===== src/rtl/fetch_stage.sv =====
// RV32I instruction-fetch stage: PC, single-outstanding imem handshake, 1-entry skid buffer, IF/ID register.
// Optional FETCH_PERF_EN adds saturating stall/squash counters.
module fetch_stage #(
  parameter logic [31:0] RESET_PC = 32'h0000_0000,
  parameter logic [31:0] NOP_INST = 32'h0000_0013
) (
  input  logic        i_clk,
  input  logic        i_reset,
  input  logic        pipe_continue,
  input  logic        pipe_clearStateFet,
  input  logic        branch,
  input  logic [31:0] pc_target,
  output logic        imem_req,
  output logic [31:0] imem_addr,
  input  logic        imem_rvalid,
  input  logic [31:0] imem_rdata,
  output logic [31:0] inst,
  output logic [31:0] pc_s1,
  output logic        valid_s1
`ifdef FETCH_PERF_EN
  ,
  output logic [31:0] perf_stall_cnt,
  output logic [31:0] perf_squash_cnt
`endif
);

  typedef enum logic [1:0] {S_REQ, S_WAIT, S_SQUASH} state_e;

  state_e      state_q, state_d;
  logic [31:0] pc_q, pc_d;
  logic [31:0] redir_q, redir_d;
  logic        skid_vld_q, skid_vld_d;
  logic [31:0] skid_inst_q, skid_inst_d;
  logic [31:0] skid_pc_q, skid_pc_d;
  logic [31:0] inst_q, inst_d;
  logic [31:0] pc_s1_q, pc_s1_d;
  logic        valid_s1_q, valid_s1_d;

  logic        req_int;
  logic        resp;
  logic        accept;
  logic        discard;
  logic        direct;
  logic [31:0] target_al;

  // A request is presented whenever one is outstanding, or in REQ with room to land the word.
  assign req_int   = (state_q != S_REQ) || !skid_vld_q;
  assign imem_req  = i_reset && req_int;
  assign imem_addr = pc_q;

  assign target_al = pc_target & 32'hFFFF_FFFC;
  assign resp      = imem_rvalid && req_int;
  assign accept    = resp && (state_q != S_SQUASH) && !branch;
  assign discard   = resp && ((state_q == S_SQUASH) || branch);
  assign direct    = pipe_continue && !pipe_clearStateFet;

  always_comb begin
    state_d = state_q;
    pc_d    = pc_q;
    redir_d = redir_q;
    if (branch) begin
      // The old address must stay on the bus until its response drains.
      if (req_int && !imem_rvalid) begin
        state_d = S_SQUASH;
        redir_d = target_al;
      end else begin
        state_d = S_REQ;
        pc_d    = target_al;
      end
    end else begin
      case (state_q)
        S_REQ: begin
          if (req_int) begin
            if (imem_rvalid) pc_d = pc_q + 32'd4;
            else             state_d = S_WAIT;
          end
        end
        S_WAIT: begin
          if (imem_rvalid) begin
            pc_d    = pc_q + 32'd4;
            state_d = S_REQ;
          end
        end
        S_SQUASH: begin
          if (imem_rvalid) begin
            pc_d    = redir_q;
            state_d = S_REQ;
          end
        end
        default: state_d = S_REQ;
      endcase
    end
  end

  always_comb begin
    skid_vld_d  = skid_vld_q;
    skid_inst_d = skid_inst_q;
    skid_pc_d   = skid_pc_q;
    if (branch) begin
      skid_vld_d = 1'b0;
    end else if (accept && !direct) begin
      skid_vld_d  = 1'b1;
      skid_inst_d = imem_rdata;
      skid_pc_d   = pc_q;
    end else if (skid_vld_q && direct) begin
      skid_vld_d = 1'b0;
    end
  end

  always_comb begin
    inst_d     = inst_q;
    pc_s1_d    = pc_s1_q;
    valid_s1_d = valid_s1_q;
    if (branch || pipe_clearStateFet) begin
      inst_d     = NOP_INST;
      valid_s1_d = 1'b0;
    end else if (!pipe_continue) begin
      inst_d     = inst_q;
    end else if (skid_vld_q) begin
      inst_d     = skid_inst_q;
      pc_s1_d    = skid_pc_q;
      valid_s1_d = 1'b1;
    end else if (accept) begin
      inst_d     = imem_rdata;
      pc_s1_d    = pc_q;
      valid_s1_d = 1'b1;
    end else begin
      inst_d     = NOP_INST;
      valid_s1_d = 1'b0;
    end
  end

  // IF/ID boundary and fetch control
  always_ff @(posedge i_clk or negedge i_reset) begin
    if (!i_reset) begin
      state_q    <= S_REQ;
      pc_q       <= RESET_PC;
      skid_vld_q <= 1'b0;
      inst_q     <= NOP_INST;
      pc_s1_q    <= RESET_PC;
      valid_s1_q <= 1'b0;
    end else begin
      state_q    <= state_d;
      pc_q       <= pc_d;
      skid_vld_q <= skid_vld_d;
      inst_q     <= inst_d;
      pc_s1_q    <= pc_s1_d;
      valid_s1_q <= valid_s1_d;
    end
  end

  always_ff @(posedge i_clk) begin
    redir_q     <= redir_d;
    skid_inst_q <= skid_inst_d;
    skid_pc_q   <= skid_pc_d;
  end

  assign inst     = inst_q;
  assign pc_s1    = pc_s1_q;
  assign valid_s1 = valid_s1_q;

`ifdef FETCH_PERF_EN
  function automatic logic [31:0] sat_inc(input logic [31:0] v, input logic en);
    return (en && (v != 32'hFFFF_FFFF)) ? v + 32'd1 : v;
  endfunction

  logic [31:0] stall_cnt_q, stall_cnt_d;
  logic [31:0] squash_cnt_q, squash_cnt_d;

  // A discarded response and a flushed skid entry never coincide: the skid is empty whenever a request is out.
  always_comb begin
    stall_cnt_d  = sat_inc(stall_cnt_q, !pipe_continue);
    squash_cnt_d = sat_inc(squash_cnt_q, discard || (branch && skid_vld_q));
  end

  always_ff @(posedge i_clk or negedge i_reset) begin
    if (!i_reset) begin
      stall_cnt_q  <= 32'd0;
      squash_cnt_q <= 32'd0;
    end else begin
      stall_cnt_q  <= stall_cnt_d;
      squash_cnt_q <= squash_cnt_d;
    end
  end

  assign perf_stall_cnt  = stall_cnt_q;
  assign perf_squash_cnt = squash_cnt_q;
`endif

endmodule

===== config.mk =====
export PLATFORM = sky130hd
export DESIGN_NAME = fetch_stage
export DESIGN_NICKNAME = d
export VERILOG_FILES = /design/src/rtl/fetch_stage.sv
export SDC_FILE = /design/constraint.sdc
export NUM_CORES = 1
export LEC_CHECK = 0
export BUFFER_PORTS_ARGS = -buffer_cell sky130_fd_sc_hd__buf_2
export CAP_MARGIN = 5
export CORE_MARGIN = 3
export CORE_UTILIZATION = 48
export DETAILED_ROUTE_END_ITERATION = 10
export GPL_ROUTABILITY_DRIVEN = 0
export PLACE_DENSITY = 0.79
export SLEW_MARGIN = 25
export SYNTH_ARGS = -nofsm -noshare
export SYNTH_HDL_FRONTEND = slang
export SYNTH_SLANG_ARGS = --single-unit
export TNS_END_PERCENT = 50

===== constraint.sdc =====
create_clock -name i_clk -period 6.7 [get_ports i_clk]
set_clock_uncertainty 0.05 [all_clocks]
set_input_delay 1.34 -clock i_clk [delete_from_list [all_inputs] [get_ports i_clk]]
set_output_delay 1.34 -clock i_clk [all_outputs]
set_load 0.02 [all_outputs]

# [Word level (Yosys, flattened, before mapping)]
# Index checks and enable logic that the tools add are counted.
[classes] div_mod_pow=0 n_eq_ne=8 n_mul=0 n_reduce_logical=27 n_lt_le_gt_ge=0 n_mux=25 bitwise=2 shifts=0 addsub=1
[op_table] op="two-way mux 32 bit" count=11
[op_table] op="one-hot mux 32 bit (3 select lines)" count=1
[op_table] op="adder 32 x 3 -> 32 bit (second input constant)" count=1
[op_table] op="two-way mux 2 bit" count=5
[op_table] op="!= test 3 bit (second input constant)" count=3
[op_table] op="logical AND 1 bit" count=8
[op_table] op="two-way mux 1 bit" count=7
[op_table] op="AND reduction 3 bit" count=2
[op_table] op="nonzero test 2 bit" count=3
[op_table] op="logical NOT 1 bit" count=5
[op_table] op="!= test 2 bit (second input constant)" count=2
[op_table] op="one-hot mux 2 bit (2 select lines)" count=1
[op_table] op="AND reduction 2 bit" count=2
[op_table] op="AND reduction 4 bit" count=1
[op_table] op="nonzero test 4 bit" count=1
[op_table] op="!= test 3 x 1 -> 1 bit (second input constant)" count=1
[op_table] op="nonzero test 3 bit" count=1
[op_table] op="equality test 2 x 1 -> 1 bit (second input constant)" count=1
[op_table] op="equality test 2 bit (second input constant)" count=1
[op_table] op="logical NOT 2 bit" count=1
[op_table] op="logical OR 1 bit" count=2
[op_table] op="NOT 1 bit" count=2
[op_table] op="OR reduction 2 bit" count=1
[totals] memories=0 register_bits=194 latch_bits=0 ram_bits=0 in_bits=70 wordCells=72 output_inout_bits=98 romBits=0

# [Logic depth before layout (Yosys ltp)]
# Gate-level depths: netlist (run 1).
[logic_depth] word_depth=9 mapped_depth=10 ltp_nobuf=7

# [Worst setup path before layout (run 1)]
# No wires, ideal clock.
[synth_path] path_kind="input-to-reg" start="input port imem_rvalid" end="register skid_inst_q[0] (enable)" path_slack_ns=-0.048 n_path_buf=1 cell_stages=4 required_time_ns=6.091 setup_ns=0.559 arrival_time_ns=6.139 path_cell_list="clkbuf_1 > nor2b_1 > nand2_1 > nor3_1"
[synth_via] elab_chain_cells=5
[synth_rtl] item="start: declaration" line_no="15" text="input logic imem_rvalid,"
[synth_rtl] item="logical AND 1 bit" line_no="52" text="assign resp = imem_rvalid && req_int;"
[synth_rtl] item="logical AND 1 bit (2 in a row)" line_no="53" text="assign accept = resp && (state_q != S_SQUASH) && !branch;"
[synth_rtl] item="logical AND 1 bit" line_no="101" text="end else if (accept && !direct) begin"
[synth_rtl] item="AND reduction 2 bit (no source line)"
[synth_rtl] item="end signal: assignment" line_no="154" text="skid_inst_q <= skid_inst_d;"
[synth_rtl] item="end: declaration" line_no="33" text="logic [31:0] skid_inst_q, skid_inst_d;"
# No other way between the ends.
# A chain may end at the register's enable or synchronous reset.

# [Final worst setup path (run 1)]
[layout_path] start="register skid_vld_q" end="output port imem_req"
[layout_via] elab_chain_cells=3
[layout_rtl] item="start: declaration" line_no="32" text="logic skid_vld_q, skid_vld_d;"
[layout_rtl] item="start signal: assignment" line_no="145" text="skid_vld_q <= skid_vld_d;"
[layout_rtl] item="logical NOT 1 bit" line_no="47" text="assign req_int = (state_q != S_REQ) || !skid_vld_q;"
[layout_rtl] item="logical OR 1 bit" line_no="47"
[layout_rtl] item="logical AND 1 bit" line_no="48" text="assign imem_req = i_reset && req_int;"
[layout_rtl] item="end: declaration" line_no="13" text="output logic imem_req,"
# No other way between the ends.

==> impl_metrics.json, run 1 <==
{
  "outcome": "finished clean",
  "cap_viol_max_count": 0,
  "slew-limit-headroom_pct": 32.15,
  "first_global_vias": 5840,
  "minimum_clock_period_ns": 3.780,
  "htree_num_levels": 4,
  "synth_enable_flop_cells": 92,
  "core_region_area_um2": 16170,
  "crit_path_end_kind": "primary output",
  "clock_tree_from_tritoncts": "done",
  "clock_insertion_delay_worst_skew_ns": 0.43,
  "cts_post_setup_buffers_inserted": 0,
  "placementRows": 46,
  "global_route_wire_length_before_repair_um": 31260,
  "avgViaCountPerCell": 5.705,
  "ios": 168,
  "cts_root_buffer": "clkbuf_16",
  "cts_buffer_depth": 2,
  "vias": 6047,
  "critPathMaxFanout": 69,
  "sequential_to_total_area_share_from_yosys_stat_pct": 63.78,
  "setup-violations-final": 0,
  "min_path_type": "reg -> reg",
  "grt_start_max_net_pins": 70,
  "global_route.overflow_total": 0,
  "totalPowerFinal_uw": 3310,
  "die_height_um": 135.9,
  "criticalPathCategory": "reg -> out",
  "final_hold_viol_count": 0,
  "nNetsFinal": 904,
  "cts_hold_buf": 0,
  "detail_route.wl_per_cell_um": 18.88,
  "finalSetupTns_ns": 0,
  "postLayoutCoreUtil_pct": 60.03,
  "grt_setup_unrepaired": "no",
  "detail_route.drc_violations": 0,
  "hpwlAfterDp_um": 12880,
  "post-synth-top-area-fraction_pct": 34.09,
  "tritoncts_num_sinks": 188,
  "ys_types": 62,
  "ys_ff_latch": 188,
  "maxSlewViolCount": 0,
  "worst_ep_required_time_ns": 5.31,
  "synth_async_sr_flop_share_pct": 51.06,
  "area_delta_synth_final_pct": 19.81,
  "synth_top_cells_by_area": "edfxtp_1 (34%), dfrtp_1 (29%), o21ai_0 (5.2%)",
  "post_cts.resized_instances": 0,
  "synth-main-ff-cell": "dfrtp_1",
  "number_of_port_buffers": 161,
  "timing.final.ws_setup_ns": 2.920,
  "avgSynthCellArea_um2": 11.81,
  "die_w_um": 135.9,
  "antenna_found_initial": 1,
  "synth_warnings": 0,
  "grt_usage_pct": 22.02,
  "post-route-period-util_pct": 56.42,
  "critical_path.startpoint_type": "flip-flop",
  "post-place-ws_ns": 2.699,
  "layout-drive-gt1-share_pct": 26.81,
  "layout.filler_cells": 1309,
  "die_area_um2": 18480,
  "clock_transition_at_the_register_clock_pins_on_the_worst_setup_and_hold_paths_after_cts_ns": 0.07,
  "synth_top_cell_by_area": "edfxtp_1",
  "timing_worst_slew_pin_value_ns": 1.018,
  "mappedNetlistArea_um2": 8104,
  "ant_nets": 0,
  "initial_utilization_pct": 50.11,
  "synth_cells": 686,
  "wl_um": 20010,
  "p_per_area_nw_per_um2": 340.9,
  "timing.critical_path.arrival_ns": 2.39,
  "drtPass1Iterations": 6,
  "total_leakage_power_uw": 0.004029,
  "cts_buffers": 17,
  "fmaxAchievable_mhz": 264.5,
  "detailedRoute.firstIterationViolations": 526,
  "peakVddDrop_uv": 216.7
}
## path summary, 6_finish.rpt
check,from,end,slack [ns],depth (start not counted)
max,skid_vld_q,imem_req,2.92,3
min,pc_s1[30],pc_s1[30],0.43,2
max reg2reg,skid_vld_q,skid_pc_q[8],3.75,4
min reg2reg,pc_s1[30],pc_s1[30],0.43,2
max in group asynchronous,i_reset,skid_vld_q,4.52,2
min in group asynchronous,i_reset,pc_s1[19],0.84,1
## final cells by class
cell class	instances	area, um^2	share of cell area (%)
Tap cell	216	270.3	2.784
Clock inverter	15	170.2	1.753
Antenna cell	1	2.502	0.02577
Inverter	10	37.54	0.3866
Multi-Input combinational cell	441	2740	28.22
Clock buffer	17	425.4	4.381
Timing Repair Buffer	172	890.9	9.175
Sequential cell	188	5172	53.27
## through the flow
stage               cells  area, um^2  hold WS, ns
floorplan             689        8120       0.4031
global placement     1027        9102       0.4059
detailed placement   1027        9102       0.4150
CTS                  1059        9698       0.4314
global route         1060        9709       0.4527
finish               1060        9709       0.4274
## cell families after synthesis
group	count (synthesis)	share of synthesized area, %
and+or+nand+nor	183	10.58
adders and majority gates	4	0.6176
xor gates and xnor gates	16	1.729
other	1	0.04627
muxes	40	4.987
AOI/OAI and AO/OA	194	15.18
buffers and inverters	60	3.088
DFF	188	63.78
## synth_stat cells, drive strengths merged (7+ instances only)
library cell   n
inv           10
o211ai         7
a22oi         33
buf           11
nor2          26
nand2         92
xnor2         11
mux2i         37
and3           9
nand3         11
a21oi         21
dfrtp         93
edfxtp        92
nor3          16
clkbuf        39
o21ai         84
## flip-flops by register name (all words and copies together) (netlist names)
name,flops
state_q,2
imem_addr,30
redir_q,30
valid_s1,1
skid_vld_q,1
inst,32
pc_s1,30
skid_inst_q,32
skid_pc_q,30
## critical path, cell delays in order, from the launching register on
cell,delay (ns)
dfrtp_4,1.11
nand2_1,0.39
and2_1,0.28
buf_2,0.17
## power by group
| part | leakage [uW] | internal [uW] | switching, uW | total [uW] |
|---|---|---|---|---|
| Sequential | 0.00208 | 1400 | 189 | 1580 |
| Clock | 0.000288 | 504 | 494 | 998 |
| Combinational | 0.00167 | 267 | 460 | 728 |
| Total | 0.00403 | 2170 | 1140 | 3310 |
## cells in the final DEF (no fill, tap or decap), types with 6 or more instances in the layout
cell type	netlist	final
nand2_1	92	92
and3_1	9	9
nand3_1	11	11
nor3_1	16	13
buf_4	4	12
dfrtp_1	93	92
a21oi_1	21	21
a22oi_1	33	33
o22ai_1	6	6
clkbuf_16	0	17
buf_2	1	160
xnor2_1	11	11
o21ai_0	84	84
nor2_1	26	25
mux2i_1	37	37
edfxtp_1	92	92
o211ai_1	7	7
inv_1	10	10
## layer usage
metal | up-vias | share of wire [%] | GRT usage (%)
met3 | 24 | 7.3 | 5.329
met4 | 0 | 1.8 | 6.887
li1 | 2812 | - | -
met2 | 261 | 47 | 34.40
met5 | - | 0 | 0
met1 | 2950 | 44 | 30.73
No activity file was read; power rests on OpenSTA's default activity.
==> inputs of run 2 (changes only) <==
==> constraint.sdc (replaced) <==
create_clock -name i_clk -period 3.5 [get_ports i_clk]
set_clock_uncertainty 0.05 [all_clocks]
set_input_delay 0.7 -clock i_clk [delete_from_list [all_inputs] [get_ports i_clk]]
set_output_delay 0.7 -clock i_clk [all_outputs]
set_load 0.02 [all_outputs]
==> run 2 against run 1 <==
Against the previous run:
- cell area is 0.32% higher
- clock-buffer cell count unchanged
- hold slack lost 0.082 ns
- critical path depth is 3 higher
- clock power up 89%
- sequential cell count unchanged
- sequential share of layout area is 0.17 points lower
- non-clock buffer count rose by 7
- die area unchanged
- largest power group unchanged
==> impl_metrics.json, run 2 (synthesis gave the netlist of run 1 again) <==
{
  "htree_num_levels": 4,
  "initial_utilization_pct": 50.11,
  "setup-violations-final": 0,
  "cts_buffers": 17,
  "timing.critical_path.slowest_cell_delay_ns": 0.59,
  "first_global_vias": 5888,
  "worst_ep_required_time_ns": 3.77,
  "min_path_type": "in -> async",
  "p_per_area_nw_per_um2": 650.5,
  "drtPass1Iterations": 5,
  "post_cts.resized_instances": 0,
  "final_common_cell": "buf_2",
  "detail_route.drc_violations": 0,
  "vias": 6148,
  "ios": 168,
  "ant_nets": 0,
  "die_height_um": 135.9,
  "timing.critical_path.arrival_ns": 3.00,
  "detailed_place.area_um2": 9155,
  "cts_hold_buf": 0,
  "critPathMaxFanout": 10,
  "multi_input_comb_area_um2": 2738,
  "area_delta_synth_final_pct": 20.19,
  "path_common_cell": "or4_4",
  "top_signal_layer_used": "met4",
  "antenna-diode-count": 0,
  "fmaxAchievable_mhz": 365.9,
  "grt_start_max_net_pins": 61,
  "mostFrequentLayoutCells": "buf_2 (160), nand2_1 (92), dfrtp_1 (92), edfxtp_1 (92), o21ai_0 (84)",
  "wl_um": 20140,
  "post-route-period-util_pct": 78.09,
  "crit_chain": "ha_1, nand4_1, or4_4, or4_4, a31o_1, a22o_1",
  "cts_buffer_depth": 2,
  "die_area_um2": 18480,
  "avgViaCountPerCell": 5.767,
  "grt_setup_unrepaired": "no",
  "crit_path_end_kind": "flip-flop",
  "cp_slowest_cell": "or4_4",
  "maxSlewViolCount": 0,
  "final_cells": 1066,
  "critical_path.startpoint_type": "flip-flop",
  "nNetsFinal": 911,
  "finish.instance_area_um2": 9741,
  "total_leakage_power_uw": 0.004044,
  "die_w_um": 135.9,
  "clock_transition_at_the_register_clock_pins_on_the_worst_setup_and_hold_paths_after_cts_ns": 0.07,
  "final_hold_viol_count": 0,
  "numPlacedInstances": 1034,
  "core_region_area_um2": 16170,
  "timing_worst_slew_pin_value_ns": 0.8890,
  "detail_route.wl_per_cell_um": 18.89,
  "minimum_clock_period_ns": 2.733,
  "cap_viol_max_count": 0,
  "number_of_port_buffers": 161,
  "antenna_found_initial": 0,
  "clock_tree_from_tritoncts": "done",
  "met2_length_um": 9347,
  "peakVddDrop_uv": 383.8,
  "met3WireLength_um": 1769,
  "met1Wirelength_um": 8652,
  "tritoncts_num_sinks": 188,
  "placementRows": 46,
  "hpwlAfterDp_um": 13170,
  "global_route_wire_length_before_repair_um": 31720,
  "layout-drive-gt1-share_pct": 27.41,
  "outcome": "finished clean",
  "slew-limit-headroom_pct": 40.74,
  "criticalPathCategory": "reg -> reg",
  "clock_insertion_delay_worst_skew_ns": 0.43,
  "detailedRoute.firstIterationViolations": 492,
  "cts_post_setup_buffers_inserted": 0,
  "global_route.overflow_total": 0,
  "finalSetupTns_ns": 0,
  "cts_root_buffer": "clkbuf_16",
  "grt_usage_pct": 22.09,
  "layout.filler_cells": 1291,
  "area.sequential_um2": 5172
}
[run 2: cell types whose count changed in the layout (fill, tap and decap cells not counted), sizes merged]
cell and change:
bufinv +1, inv -1, clkinvlp +1, clkinv -1
diode -1, buf +7
[run 2: layer usage]
layer | vias to the layer above | GRT usage (%)
met4 | 0 | 7.559
met3 | 33 | 6.218
met1 | 2985 | 30.77
li1 | 2837 | -
met2 | 293 | 33.63
met5 | - | 0
[run 2: layout make-up]
| cell class | count | area share (%) |
|---|---|---|
| Sequential cell | 188 | 53.10 |
| Multi-Input combinational cell | 441 | 28.11 |
| Timing Repair Buffer | 179 | 9.685 |
| Clock buffer | 17 | 4.367 |
| Tap cell | 216 | 2.775 |
| Clock inverter | 15 | 1.580 |
| Inverter | 10 | 0.3854 |
[run 2: power breakdown]
part,total (uW),switching (uW),internal [uW]
Clock,1890,881,1010
Combinational,1420,901,518
Sequential,3030,354,2670
Total,6340,2140,4200
[run 2: final timing paths]
check,from,to,slack (ns),depth (start not counted)
max,imem_addr[2],imem_addr[30],0.77,6
max in group asynchronous,i_reset,skid_vld_q,1.91,3
min reg2reg,pc_s1[16],pc_s1[16],0.42,2
max reg2reg,imem_addr[2],imem_addr[30],0.77,6
min in group i_clk,imem_rdata[18],skid_inst_q[18],0.41,1
min,i_reset,pc_s1[14],0.35,2
[run 2: worst max-delay path, delay by kind of cell, from the launching register on]
family                     cells  cell delay [ns]
AOI/OAI and AO/OA              2             0.44
and+or+nand+nor                3             1.36
DFF                            1             0.52
adders and majority gates      1             0.27
[run 2: stage by stage]
stage	total power, uW	hold slack (ns)	setup slack, ns	util (%)
after CTS	6385	0.3624	0.8020	60.19
after floorplan	3894	0.3544	0.2072	-
after global routing	6663	0.3828	0.6520	60.23
after global placement	4434	0.4054	0.7998	56.61
after detailed placement	4484	0.4152	0.7558	56.61
final	6336	0.3452	0.7670	60.23
